`src/rtl/add5_arbiter_if.sv`:
```
// Operand-request and sum-response bundle shared by the requesters, the
// arbiter and the sum consumer.
interface add5_arbiter_if #(
  parameter int NREQ = 4,
  parameter int IDW  = 2
);
  logic [NREQ-1:0]   req_valid;
  logic [NREQ-1:0]   req_ready;
  logic [5*NREQ-1:0] req_a;
  logic [5*NREQ-1:0] req_b;
  logic              rsp_valid;
  logic              rsp_ready;
  logic [IDW-1:0]    rsp_id;
  logic [4:0]        rsp_s;

  modport master (
    output req_valid, req_a, req_b, rsp_ready,
    input  req_ready, rsp_valid, rsp_id, rsp_s
  );

  modport slave (
    input  req_valid, req_a, req_b, rsp_ready,
    output req_ready, rsp_valid, rsp_id, rsp_s
  );
endinterface

```
`src/rtl/add5_arbiter.sv`:
```
// Round-robin arbiter sharing one 5-bit ripple-carry adder between NREQ
// requesters, with a one-entry registered response.
module add5 (
  input  logic [4:0] i_a,
  input  logic [4:0] i_b,
  output logic [4:0] o_s
);
  logic [4:0] w_c;

  assign w_c[0] = 1'b0;
  for (genvar k = 0; k < 5; k++) begin : g_fa
    assign o_s[k] = i_a[k] ^ i_b[k] ^ w_c[k];
    // carry out of bit 4 is intentionally dropped: modulo-32 sum
    if (k < 4) begin : g_cy
      assign w_c[k+1] = (i_a[k] & i_b[k]) | (w_c[k] & (i_a[k] ^ i_b[k]));
    end
  end
endmodule

module add5_arbiter #(
  parameter int NREQ = 4,
  parameter int IDW  = 2
) (
  input  logic          i_clk,
  input  logic          i_rst_n,
  add5_arbiter_if.slave bus
);
  logic [IDW-1:0]  r_ptr;
  logic            r_vld;
  logic [IDW-1:0]  r_id;
  logic [4:0]      r_s;

  logic [NREQ-1:0] w_grant;
  logic [IDW-1:0]  w_gid;
  logic            w_found;
  int              w_idx;
  logic [4:0]      w_a;
  logic [4:0]      w_b;
  logic [4:0]      w_sum;
  logic            w_accept;
  logic            w_xfer;
  logic [IDW-1:0]  w_ptr_nxt;

  // Search upward from the pointer, wrapping at NREQ (not at 2**IDW).
  always_comb begin
    w_grant = '0;
    w_gid   = '0;
    w_found = 1'b0;
    w_idx   = 0;
    w_a     = '0;
    w_b     = '0;
    for (int k = 0; k < NREQ; k++) begin
      w_idx = int'(r_ptr) + k;
      if (w_idx >= NREQ) w_idx = w_idx - NREQ;
      if (!w_found && bus.req_valid[w_idx]) begin
        w_found        = 1'b1;
        w_grant[w_idx] = 1'b1;
        w_gid          = IDW'(w_idx);
        w_a            = bus.req_a[w_idx*5 +: 5];
        w_b            = bus.req_b[w_idx*5 +: 5];
      end
    end
  end

  add5 u_add5 (
    .i_a (w_a),
    .i_b (w_b),
    .o_s (w_sum)
  );

  assign w_accept      = ~r_vld | bus.rsp_ready;
  assign bus.req_ready = w_grant & {NREQ{w_accept}};
  assign w_xfer        = |bus.req_ready;
  assign w_ptr_nxt     = (w_gid == IDW'(NREQ-1)) ? '0 : w_gid + 1'b1;

  always_ff @(posedge i_clk or negedge i_rst_n) begin
    if (!i_rst_n) begin
      r_ptr <= '0;
      r_vld <= 1'b0;
      r_id  <= '0;
      r_s   <= '0;
    end else if (w_xfer) begin
      r_ptr <= w_ptr_nxt;
      r_vld <= 1'b1;
      r_id  <= w_gid;
      r_s   <= w_sum;
    end else if (r_vld && bus.rsp_ready) begin
      r_vld <= 1'b0;
    end
  end

  assign bus.rsp_valid = r_vld;
  assign bus.rsp_id    = r_id;
  assign bus.rsp_s     = r_s;
endmodule

```
`src/flat_wrapper.sv`:
```
// flat-port wrapper written by rule: the top's interface ports become plain ports
module add5_arbiter_flat 
#(
  parameter int NREQ = 4,
  parameter int IDW  = 2
)
  (i_clk, i_rst_n, bus_req_valid, bus_req_a, bus_req_b, bus_rsp_ready, bus_req_ready, bus_rsp_valid, bus_rsp_id, bus_rsp_s);
  add5_arbiter_if #(.NREQ(NREQ), .IDW(IDW)) bus_i ();
  input  logic i_clk;
  input  logic i_rst_n;
  input wire logic [$bits(bus_i.req_valid)-1:0] bus_req_valid;
  input wire logic [$bits(bus_i.req_a)-1:0] bus_req_a;
  input wire logic [$bits(bus_i.req_b)-1:0] bus_req_b;
  input wire logic [$bits(bus_i.rsp_ready)-1:0] bus_rsp_ready;
  output wire logic [$bits(bus_i.req_ready)-1:0] bus_req_ready;
  output wire logic [$bits(bus_i.rsp_valid)-1:0] bus_rsp_valid;
  output wire logic [$bits(bus_i.rsp_id)-1:0] bus_rsp_id;
  output wire logic [$bits(bus_i.rsp_s)-1:0] bus_rsp_s;
  assign bus_i.req_valid = bus_req_valid;
  assign bus_i.req_a = bus_req_a;
  assign bus_i.req_b = bus_req_b;
  assign bus_i.rsp_ready = bus_rsp_ready;
  assign bus_req_ready = bus_i.req_ready;
  assign bus_rsp_valid = bus_i.rsp_valid;
  assign bus_rsp_id = bus_i.rsp_id;
  assign bus_rsp_s = bus_i.rsp_s;
  add5_arbiter #(.NREQ(NREQ), .IDW(IDW)) u_core (.i_clk(i_clk), .i_rst_n(i_rst_n), .bus(bus_i));
endmodule
```
`config.mk`:
```
export PLATFORM = sky130hd
export DESIGN_NAME = add5_arbiter_flat
export DESIGN_NICKNAME = d
export VERILOG_FILES = /design/src/rtl/add5_arbiter_if.sv /design/src/rtl/add5_arbiter.sv /design/src/flat_wrapper.sv
export SDC_FILE = /design/constraint.sdc
export NUM_CORES = 1
export LEC_CHECK = 0
export BUFFER_PORTS_ARGS = -buffer_cell sky130_fd_sc_hd__buf_2
export CORE_MARGIN = 1.5
export CORE_UTILIZATION = 55
export DETAILED_ROUTE_END_ITERATION = 8
export PLACE_DENSITY = 0.82
export SETUP_SLACK_MARGIN = 0.2
export SLEW_MARGIN = 20
export SYNTH_ARGS = -nofsm -noshare
export SYNTH_HDL_FRONTEND = slang
export SYNTH_HIERARCHICAL = 1
export SYNTH_SLANG_ARGS = --single-unit
```
`constraint.sdc`:
```
create_clock -name i_clk -period 8.4 [get_ports i_clk]
set_input_delay 0.84 -clock i_clk [delete_from_list [all_inputs] [get_ports i_clk]]
set_output_delay 0.84 -clock i_clk [all_outputs]
set_load 0.02 [all_outputs]
```
==> impl_metrics.csv <==
group,metric,value,unit
outcome,status,"finished, final reports clean",
timing,relSlewSlack,35.9,%
power_and_ir_drop,ir_drop,372,uV
run,max_cap_violations,0,
timing,setup-violations-final,0,
layout,diodes,0,
timing,slew_viol_final,0,
timing,skew,0.00880,ns
synthesis,netlist_area,0.00509,mm^2
placement,gp_congestion,1.01,
drt,drc,0,
clocking,postCtsSetupBuffers,0,
synthesis,postSynthCellCount,565,
synthesis,yosysWarningCount,6,
critical_path,path_class,"reg -> reg",
critical_path,critPathLaunchType,"flop",
power_and_ir_drop,p_sw,0.00146,W
timing,max_freq,0.151,GHz
timing,tns,0,ns
layout,nets,638,
clocking,numCtsBuffers,3,
clocking,postCtsHoldBufs,0,
clocking,clk_pin_slew_worst_paths,0.05,ns
placement,io_buffers,58,
drt,vias,5368,
grt,grt_max_degree,79,
power_and_ir_drop,p_int,0.00126,W
clocking,clock-sinks,10,
synthesis,synth_cell_type_count,69,
drt,ant_nets,0,
power_and_ir_drop,clkPwrFrac,2.3,%
synthesis,synth_edf_count,0,
layout,drive_above_1_share,31.1,%
grt,track_usage,33.5,%
critical_path,end_kind,"flop",
power_and_ir_drop,switching_share,53.8,%
clocking,root_buffer,"clkbuf_8",
drt,avgRoutedWirePerCell,24.4,um
power_and_ir_drop,pwr-share-seq,5.2,%
clocking,ctsHtreeMaxLevel,1,
grt,grt_pass1_wl,26400,um
grt,overflow,0,
clocking,cts_tree,"built",
critical_path,worst-path-max-fanout,63,
timing,hold_viol_final,0,
synthesis,ys_ff_latch,10,
synthesis,synth_largest_area_cell,"mux4_2",
drt,first_pass_iters,7,
worst_hold_path,min_path_type,"in -> async",
critical_path,arrival,6.73,ns
timing,worst_slew_pin_slew,0.961,ns
timing,period_share,78.6,%
floorplanning,initial_core_util,57.5,%
drt,via_per_inst,7.92,
synthesis,synth_nets,632,
floorplanning,core-area,0.00885,mm^2
power_and_ir_drop,pwr-share-comb,92.5,%
timing,rsz0062_at_grt,"false",
synthesis,synth_ff_type,"dfrtp_1",
synthesis,synth_top_area_share,27.4,%
power_and_ir_drop,powerDensity,512,mW/mm^2
drt,routed_wl,16600,um
drt,drt_iter0_markers,1084,
timing,period_minus_slack,6.61,ns
floorplanning,ios,59,
layout,n_fill_cell,774,
grt,grt_pass1_vias,5037,
layout,syn_to_final_growth,4.47,%
power_and_ir_drop,p_leak,2.04,nW
clocking,clk_latency,0.25,ns
synthesis,avgSynthCellArea,9.01,um^2
floorplanning,die_x,99.2,um
floorplanning,die_area,0.00984,mm^2
floorplanning,die_h,99.2,um
timing,hold_ws,0.446,ns
grt,antenna_found_initial,0,
synthesis,synth_area_leaders,"mux4_2, mux2i_1, mux2_2",
floorplanning,rows,34,
power_and_ir_drop,p_total,0.00272,W
clocking,ctsResizeCount,0,
synthesis,ys_seq_area_share,4.92,%
critical_path,required,8.52,ns
synthesis,async_reset_ff_share,100,%
clocking,ctsLongestPathBuffers,2,
placement,dp_hpwl,11800,um
==> cells in the final DEF (no fill, tap or decap), drive strengths merged, types with 7 or more instances in the layout <==
cell type	instances
buf	64
mux4	62
nand2	53
mux2i	38
mux2	32
a21oi	28
nor2	22
o21ai	22
a221oi	19
inv	19
o22ai	16
ha	16
nor2b	13
nand2b	12
nor3	11
dfrtp	10
a32oi	8
a22oi	7
a211oi	7
and2	7
==> final timing paths <==
check,start,end,slack (ns),depth (start not counted)
max in group asynchronous,i_rst_n,u_core/r_ptr[0],7.73,1
worst min-delay path,i_rst_n,u_core/bus.rsp_s[3],0.45,1
worst max-delay path,u_core/r_ptr[0],u_core/bus.rsp_s[4],1.79,18
worst min register to register,u_core/bus.rsp_id[1],u_core/bus.rsp_id[1],0.51,1
worst max register to register,u_core/r_ptr[0],u_core/bus.rsp_s[4],1.79,18
min in group i_clk,u_core/bus.rsp_id[1],u_core/bus.rsp_id[1],0.51,1
==> metal layers <==
layer,wire length [um],part of all wire [%],GRT usage (%)
met5,0,0,0
met1,6050,37,45.5
met2,7690,46,52.6
met3,2010,12,5.48
met4,820,5.0,15.8
==> Yosys cell counts (all sizes together), types with 8 or more instances <==
cell type / count
mux4: 62
nand2: 53
mux2i: 38
clkbuf: 32
mux2: 32
buf: 31
a21oi: 28
nor2: 22
o21ai: 22
a221oi: 19
inv: 19
ha: 16
o22ai: 16
nor2b: 13
nand2b: 12
nor3: 11
dfrtp: 10
a32oi: 8
==> sequential cells by signal (all words and copies together) (netlist names) <==
name and count:
u_core/r_ptr 2, u_core/bus.rsp_s 5, u_core/bus.rsp_id 2, u_core/bus.rsp_valid 1
==> stage by stage <==
stage	setup WS [ns]	area, um^2	utilization, %	instances
5_1_grt	1.47	5320	60.1	678
2_1_floorplan	2.76	5090	-	565
3_5_place_dp	1.93	5260	59.5	674
6_report	1.79	5320	60.1	678
4_1_cts	1.90	5320	60.1	678
3_3_place_gp	2.06	5260	59.5	674
==> cells by family after synthesis <==
| logic type | Yosys count | share of synthesized area, % |
|---|---|---|
| XOR/XNOR | 3 | 0.811 |
| AO/OA/AOI/OAI | 167 | 24.0 |
| AND/OR/NAND/NOR | 148 | 14.6 |
| buffers and inverters | 85 | 7.57 |
| flip-flops | 10 | 4.92 |
| adder cells (fa/ha/maj) | 20 | 5.51 |
| multiplexers | 132 | 42.6 |
==> power groups by stage <==
stage / sequential [W] / combinational (W) / clock (W)
after global placement: 0.000140 / 0.00236 / 0
after CTS: 0.000142 / 0.00244 / 0.0000627
after global routing: 0.000149 / 0.00267 / 0.0000652
final: 0.000141 / 0.00252 / 0.0000620
after floorplan: 0.000118 / 0.00196 / 0
after detailed placement: 0.000142 / 0.00243 / 0
==> layout make-up <==
cell class / instances / area (um^2) / share of cell area, %
timing repair buffer: 64 / 335 / 6.31
clock buffer: 4 / 55.1 / 1.04
tap: 108 / 135 / 2.54
inverter: 22 / 82.6 / 1.55
sequential: 10 / 255 / 4.80
multi-input combinational: 470 / 4450 / 83.8
==> critical path, cell delays in order, from the launching register on <==
cell,delay [ns]
dfrtp_4,0.76
inv_2,0.43
ha_1,0.46
or2_2,0.26
clkinv_1,0.42
ha_1,0.91
mux4_2,0.58
a221oi_1,0.31
nor4_1,0.10
a31oi_1,0.19
o211ai_1,0.12
ha_1,0.23
inv_1,0.07
fa_1,0.17
inv_1,0.07
fa_1,0.38
fa_1,0.37
xor3_1,0.36
mux2_4,0.26
Power figures use the tool's default switching activity.
